===== config.mk =====
export PLATFORM = sky130hd
export DESIGN_NAME = pipe_stage_reg
export DESIGN_NICKNAME = d
export VERILOG_FILES = /design/src/rtl/pipe_stage_reg.sv
export SDC_FILE = /design/constraint.sdc
export NUM_CORES = 1
export LEC_CHECK = 0
export ABC_AREA = 1
export CORE_AREA = 2 2 85 87
export CTS_CLUSTER_DIAMETER = 30
export DETAILED_ROUTE_END_ITERATION = 6
export DIE_AREA = 0 0 87 89
export HOLD_SLACK_MARGIN = 0.06
export MAX_ROUTING_LAYER = met4
export PLACE_DENSITY = 0.88
export SYNTH_ARGS = -nofsm -noshare
export SYNTH_HDL_FRONTEND = slang
export SYNTH_SLANG_ARGS = --single-unit

===== constraint.sdc =====
create_clock -name clk_i -period 2.5 [get_ports clk_i]
set_input_delay 0.25 -clock clk_i [delete_from_list [all_inputs] [get_ports clk_i]]
set_output_delay 0.25 -clock clk_i [all_outputs]
set_load 0.01 [all_outputs]

===== src/rtl/pipe_stage_reg.sv =====
// Inter-stage pipeline register with valid/ready handshake, flush and an optional
// two-entry skid buffer. Control bits are forced to zero whenever no entry is presented.
module pipe_stage_reg #(
    parameter int DATA_W = 32,
    parameter int CTRL_W = 3,
    parameter int SKID   = 1
) (
    input  logic              clk_i,
    input  logic              rst_i,
    input  logic              flush_i,
    input  logic              valid_i,
    output logic              ready_o,
    input  logic [DATA_W-1:0] data_i,
    input  logic [CTRL_W-1:0] ctrl_i,
    output logic              valid_o,
    input  logic              ready_i,
    output logic [DATA_W-1:0] data_o,
    output logic [CTRL_W-1:0] ctrl_o,
    output logic [1:0]        occ_o
);

    logic              mainValid;
    logic [DATA_W-1:0] mainData;
    logic [CTRL_W-1:0] mainCtrl;
    logic              push;
    logic              pop;

    assign push    = valid_i & ready_o;
    assign pop     = mainValid & ready_i;
    assign valid_o = mainValid;
    assign data_o  = mainData;
    assign ctrl_o  = mainValid ? mainCtrl : '0;

    generate
        if (SKID != 0) begin : gSkid
            logic              skidValid;
            logic [DATA_W-1:0] skidData;
            logic [CTRL_W-1:0] skidCtrl;

            // The skid entry only exists behind a valid head, so it alone decides readiness.
            assign ready_o = ~skidValid;
            assign occ_o   = {1'b0, mainValid} + {1'b0, skidValid};

            always_ff @(posedge clk_i or posedge rst_i) begin
                if (rst_i) begin
                    mainValid <= 1'b0;
                    mainData  <= '0;
                    mainCtrl  <= '0;
                    skidValid <= 1'b0;
                    skidData  <= '0;
                    skidCtrl  <= '0;
                end else if (flush_i) begin
                    mainValid <= 1'b0;
                    skidValid <= 1'b0;
                end else if (!mainValid) begin
                    if (push) begin
                        mainValid <= 1'b1;
                        mainData  <= data_i;
                        mainCtrl  <= ctrl_i;
                    end
                end else if (!skidValid) begin
                    if (push && pop) begin
                        mainData <= data_i;
                        mainCtrl <= ctrl_i;
                    end else if (push) begin
                        skidValid <= 1'b1;
                        skidData  <= data_i;
                        skidCtrl  <= ctrl_i;
                    end else if (pop) begin
                        mainValid <= 1'b0;
                    end
                end else if (pop) begin
                    mainData  <= skidData;
                    mainCtrl  <= skidCtrl;
                    skidValid <= 1'b0;
                end
            end
        end else begin : gSingle
            assign ready_o = ~mainValid | ready_i;
            assign occ_o   = {1'b0, mainValid};

            always_ff @(posedge clk_i or posedge rst_i) begin
                if (rst_i) begin
                    mainValid <= 1'b0;
                    mainData  <= '0;
                    mainCtrl  <= '0;
                end else if (flush_i) begin
                    mainValid <= 1'b0;
                end else if (push) begin
                    mainValid <= 1'b1;
                    mainData  <= data_i;
                    mainCtrl  <= ctrl_i;
                end else if (pop) begin
                    mainValid <= 1'b0;
                end
            end
        end
    endgenerate

endmodule

==> results of run 1 <==
==> cell type report <==
cell class	instances	area [um^2]
clock buffers	12	145.1
clock inverters	4	20.02
fillers	573	2445
inverters	43	161.4
multi-input cells	266	1187
flip-flops and latches	72	1802
well taps	80	100.1
repair buffers	85	858.3
==> layer usage <==
metal / vias up / share of wire / GRT usage
met5: - / 0 / -
met4: 0 / 0.016 / 0.07670
met3: 10 / 0.048 / 0.03324
met2: 87 / 0.47 / 0.3178
met1: 1286 / 0.46 / 0.2512
li1: 1414 / - / -
==> sequential cells by signal, indices dropped and copies added, names as in the netlist <==
signal	flops
gSkid.skidValid	1
data_o	32
mainCtrl	3
gSkid.skidData	32
gSkid.skidCtrl	3
valid_o	1
==> metrics by stage <==
step             util  cell area [um^2]  setup slack, ns  cells
2_1_floorplan       -              3262           0.4251    405
5_1_grt        0.6361              4274           0.3810    562
3_3_place_gp   0.6115              4109           0.6901    546
4_1_cts        0.6361              4274           0.4479    562
3_5_place_dp   0.6115              4109           0.6085    546
6_report       0.6361              4274           0.4774    562
==> final timing paths <==
kind | to | slack [ns] | cells after the start
min reg2reg | data_o[24]$_DFFE_PP0P_ | 0.48 | 2
min | gSkid.skidData[0]$_DFFE_PP0P_ | 0.24 | 2
max | occ_o[0] | 0.48 | 3
max reg2reg | data_o[13]$_DFFE_PP0P_ | 0.78 | 5
min in group clk_i | data_o[24]$_DFFE_PP0P_ | 0.48 | 2
max in group asynchronous | gSkid.skidData[6]$_DFFE_PP0P_ | 1.55 | 3
==> placed cells by master (no fill, tap or decap) <==
cell type / count
o21ai_1: 27
ha_1: 2
nor3_1: 2
buf_12: 2
inv_2: 3
nand3_1: 36
clkinv_2: 4
clkdlybuf4s50_1: 78
nor2_4: 1
dfrtp_1: 72
nand2_2: 3
inv_1: 40
clkbuf_8: 10
o21ai_0: 43
a21oi_2: 1
nor2_1: 1
buf_4: 5
nand2_1: 147
clkbuf_1: 2
nor2_2: 1
o21ai_4: 1
a21oi_1: 1
==> power groups by stage <==
stage	sequential, mW	combinational, mW	clock, mW
after floorplan	1.68	0.431	0
after detailed placement	1.65	0.928	0
after CTS	1.63	0.935	0.802
after global placement	1.64	0.899	0
final	1.63	0.923	0.784
after global routing	1.67	1.04	0.857
==> kinds of logic (layout without fill, tap and decap cells) <==
family          count (synthesis)  count (layout)  share of synthesized area
compound gates                 73              73                     0.1166
fa+ha+maj                       2               2                   0.007670
buf+inv                        67             144                    0.08593
flops                          72              72                     0.5524
simple gates                  191             191                     0.2374
==> critical path, cell delays in order, from the launching register on <==
cell	delay [ns]
dfrtp_1	0.51
ha_1	0.35
inv_1	0.05
clkdlybuf4s50_1	0.52
==> impl_metrics.toml, run 1 <==
[run_status]
status = "finished, final reports clean"

[timing]
finClkSkew_ns = 0.008171
rsz0062_at_grt = "false"
max_clock_freq_ghz = 0.4944
timing_hold_violations_final = 0
final_max_slew_viol_count = 0
hold_ws_ns = 0.2426
period_share = 0.8091
fin_crit_ns = 2.023
setup_violations = 0
max_slew_margin = 0.5600
tightest_slew_ns = 0.6577
tns_ns = 0

[critical_path]
worstPathRequired_ns = 2.25
worstPathArrival_ns = 1.77
crit_path_start = "valid_o$_DFF_PP0_"
end_kind = "output port"
reg2reg_from = "valid_o$_DFF_PP0_"
critPathKind = "reg2out"
startpoint_type = "register"
crit_fanout = 10

[routing]
drtPass1Iterations = 4
drt-initial-drc-count = 201
via_per_inst = 4.977
vias = 2797
drt.antenna.violating_nets = 0
route.detailed.drc = 0
routed_wl_um = 6878
post_drt_wl_per_cell_um = 12.24

[power_and_ir_drop]
p_leak_nw = 2.124
power_switching_mw = 1.001
comb_power_share = 0.277
p_int_mw = 2.336
power_frac_clock = 0.235
p_total_mw = 3.337
share_seq_of_total_power = 0.489
swShare = 0.3000
p_per_area_nw_per_um2 = 780.8
ir_drop_uv = 432.1

[global_route]
overflow = 0
grt_first_pass_wirelength_um = 11790
grt_pass1_vias = 2631
gr-usage-all-layers = 0.1975
grt_max_degree = 71
antenna_found_initial = 0

[floorplanning]
fp.dieW_um = 87
dieHeight_um = 89
design.die.area_um2 = 7743
fp-row-count = 30
start_util = 0.4855
pin_count = 79
coreArea_um2 = 6719

[clocking]
cts-htree-levels = 3
cts.clk_slew.worst_paths_ns = 0.07
cts_setup_buffers = 0
cts_tree = "built"
cts_resized = 0
clk_latency_ns = 0.33
cts.sink_count = 72
root_buffer = "clkbuf_8"
cts_hold_repair.buffers = 0
cts-buffers-inserted = 9
clockBufferDepth = 2

[logic_synthesis]
ys_seq_elements = 72
synth.distinct_cells = 18
seq_area_frac_synth = 0.5524
netlist_area_um2 = 3262
ys.flop_type = "dfrtp_1"
synthCells = 405
synth_area_leader_cell = "dfrtp_1"
yosysTopAreaCellShare = 0.5524
synth_top_cells_by_count = "148 x nand2_1, 72 x dfrtp_1, 43 x o21ai_0"
synth_edf_count = 0
syn_nets = 447
yosysMostFrequentCell = "nand2_1"
yosys_warnings = 0
avgSynthCellArea_um2 = 8.054
async_reset_ff_frac = 1.000
synth_area_leaders = "dfrtp_1 55%, nand2_1 17%, o21ai_0 6.6%, nand3_1 5.5%, inv_1 4.7%"

[placement]
portBuffers = 78
hpwl_um = 4623
routabilityCongestion = 0.8065

[cells_and_area]
antenna_cells = 0
area_growth_pct = 31.03
nNetsFinal = 519
drive_gt1_frac = 0.06432

[run]
cap_violations = 0

[min_path]
hold_class = "in2async"
(Power assumes the default switching activity.)
==> run 2: changes to the inputs <==
clock period = 2.05 ns   (was 2.5 ns; I/O delays follow)
==> run 2 against run 1 <==
Clock skew is 0.0036 ns higher. Non-clock buffer count is 1 lower. Critical endpoint unchanged. Largest power group unchanged. Setup slack worse by 0.36 ns. Highest routed layer unchanged. Core utilization is 1.1 points higher. Worst hold slack worse by 0.0018 ns.
==> impl_metrics.toml, run 2 (synthesized netlist as in run 1, its figures left out) <==
[clocking]
clockBufferDepth = 2
cts-buffers-inserted = 9
cts-htree-levels = 3
cts.sink_count = 72
cts_tree = "built"
cts.clk_slew.worst_paths_ns = 0.08
root_buffer = "clkbuf_8"
clk_latency_ns = 0.35

[global_route]
gr-usage-all-layers = 0.2056
grt_max_degree = 73
overflow = 0
grt_pass1_vias = 2573
antenna_found_initial = 0
grt_first_pass_wirelength_um = 12010

[floorplanning]
pin_count = 79
design.die.area_um2 = 7743
fp-row-count = 30
dieHeight_um = 89
coreArea_um2 = 6719
start_util = 0.4855
fp.dieW_um = 87

[routing]
drt.antenna.violating_nets = 0
post_drt_wl_per_cell_um = 12.87
drtPass1Iterations = 4
route.detailed.drc = 0
routed_wl_um = 7220
drt-initial-drc-count = 194
via_per_inst = 4.907
vias = 2753

[min_path]
hold_class = "in2async"

[placement]
dp_cells = 545
place_area_um2 = 4114
portBuffers = 78
hpwl_um = 4610
routabilityCongestion = 0.8247

[critical_path]
startpoint_type = "register"
worstPathRequired_ns = 1.85
crit_fanout = 6
critPathKind = "reg2out"
end_kind = "output port"
reg2reg_depth = 7
worstPathArrival_ns = 1.73

[cells_and_area]
drive_gt1_frac = 0.07069
multi_input_area_um2 = 1187
antenna_cells = 0
final_cell_mix = "147 x nand2_1, 78 x clkdlybuf4s50_1, 70 x dfrtp_1"
fillers = 540
regArea_um2 = 1804
nNetsFinal = 518
final_common_cell = "nand2_1"
stdcell_area_um2 = 4347
area_growth_pct = 33.26
fin_cells = 561

[timing]
period_share = 0.9439
fin_crit_ns = 1.935
final_max_slew_viol_count = 0
timing_hold_violations_final = 0
rsz0062_at_grt = "false"
tns_ns = 0
tightest_slew_ns = 0.5748
hold_ws_ns = 0.2408
max_slew_margin = 0.6168
finClkSkew_ns = 0.01176
max_clock_freq_ghz = 0.5168
setup_violations = 0

[power_and_ir_drop]
p_int_mw = 3.140
swShare = 0.2895
ir_drop_uv = 480.0
p_total_mw = 4.419
comb_power_share = 0.258
p_leak_nw = 2.149
power_switching_mw = 1.279
p_per_area_nw_per_um2 = 1017
share_seq_of_total_power = 0.451
power_frac_clock = 0.291

[run]
cap_violations = 0

[run_status]
status = "finished, final reports clean"
[run 2: per-stage QoR]
stage | utilization | worst slack, ns
3_5_place_dp | 0.6123 | 0.3174
6_report | 0.6469 | 0.1150
5_1_grt | 0.6469 | 0.04854
4_1_cts | 0.6466 | 0.02751
2_1_floorplan | - | 0.02008
3_3_place_gp | 0.6123 | 0.3985
[run 2: final timing paths]
check,startpoint,to,slack [ns]
worst max-delay path,gSkid.skidValid$_DFFE_PP0P_,occ_o[0],0.12
worst min-delay path,rst_i,gSkid.skidData[0]$_DFFE_PP0P_,0.24
worst max register to register,gSkid.skidValid$_DFFE_PP0P_,gSkid.skidData[17]$_DFFE_PP0P_,0.42
worst min register to register,data_o[15]$_DFFE_PP0P_,data_o[15]$_DFFE_PP0P_,0.47
max in group asynchronous,rst_i,valid_o$_DFF_PP0_,1.47
min in group clk_i,data_i[2],gSkid.skidData[2]$_DFFE_PP0P_,0.43
[run 2: critical path, cell delays in order, from the launching register on]
cell,delay [ns]
dfrtp_2,0.47
inv_2,0.11
ha_1,0.23
inv_1,0.06
clkdlybuf4s50_1,0.53
[run 2: power by group through the flow]
stage          logic, mW  registers, mW  clock network [mW]
3_3_place_gp        1.10           2.00                   0
4_1_cts             1.15           1.99                1.31
2_1_floorplan      0.526           2.05                   0
6_report            1.14           1.99                1.29
3_5_place_dp        1.14           2.01                   0
5_1_grt             1.28           2.04                1.38
[run 2: cell type report]
| class | count | share of cell area |
|---|---|---|
| flip-flops and latches | 72 | 0.4151 |
| multi-input cells | 266 | 0.2732 |
| repair buffers | 84 | 0.1986 |
| inverters | 43 | 0.03713 |
| clock buffers | 11 | 0.03483 |
| well taps | 80 | 0.02303 |
| clock inverters | 5 | 0.01813 |
[run 2: what timing repair did]
item / in CTS / in global routing
hold buffers: 0 / 0
setup buffers: 0 / 0
gates resized for setup: 0 / 2
endpoints found under the setup margin: 0 / 1
[run 2: metal layers]
layer  track usage  vias up  share of wire
li1              -     1412              -
met1        0.2637     1254           0.45
met2        0.3178       74           0.48
met3       0.04432       13          0.049
met4       0.08665        0          0.020
met5             -        -              0
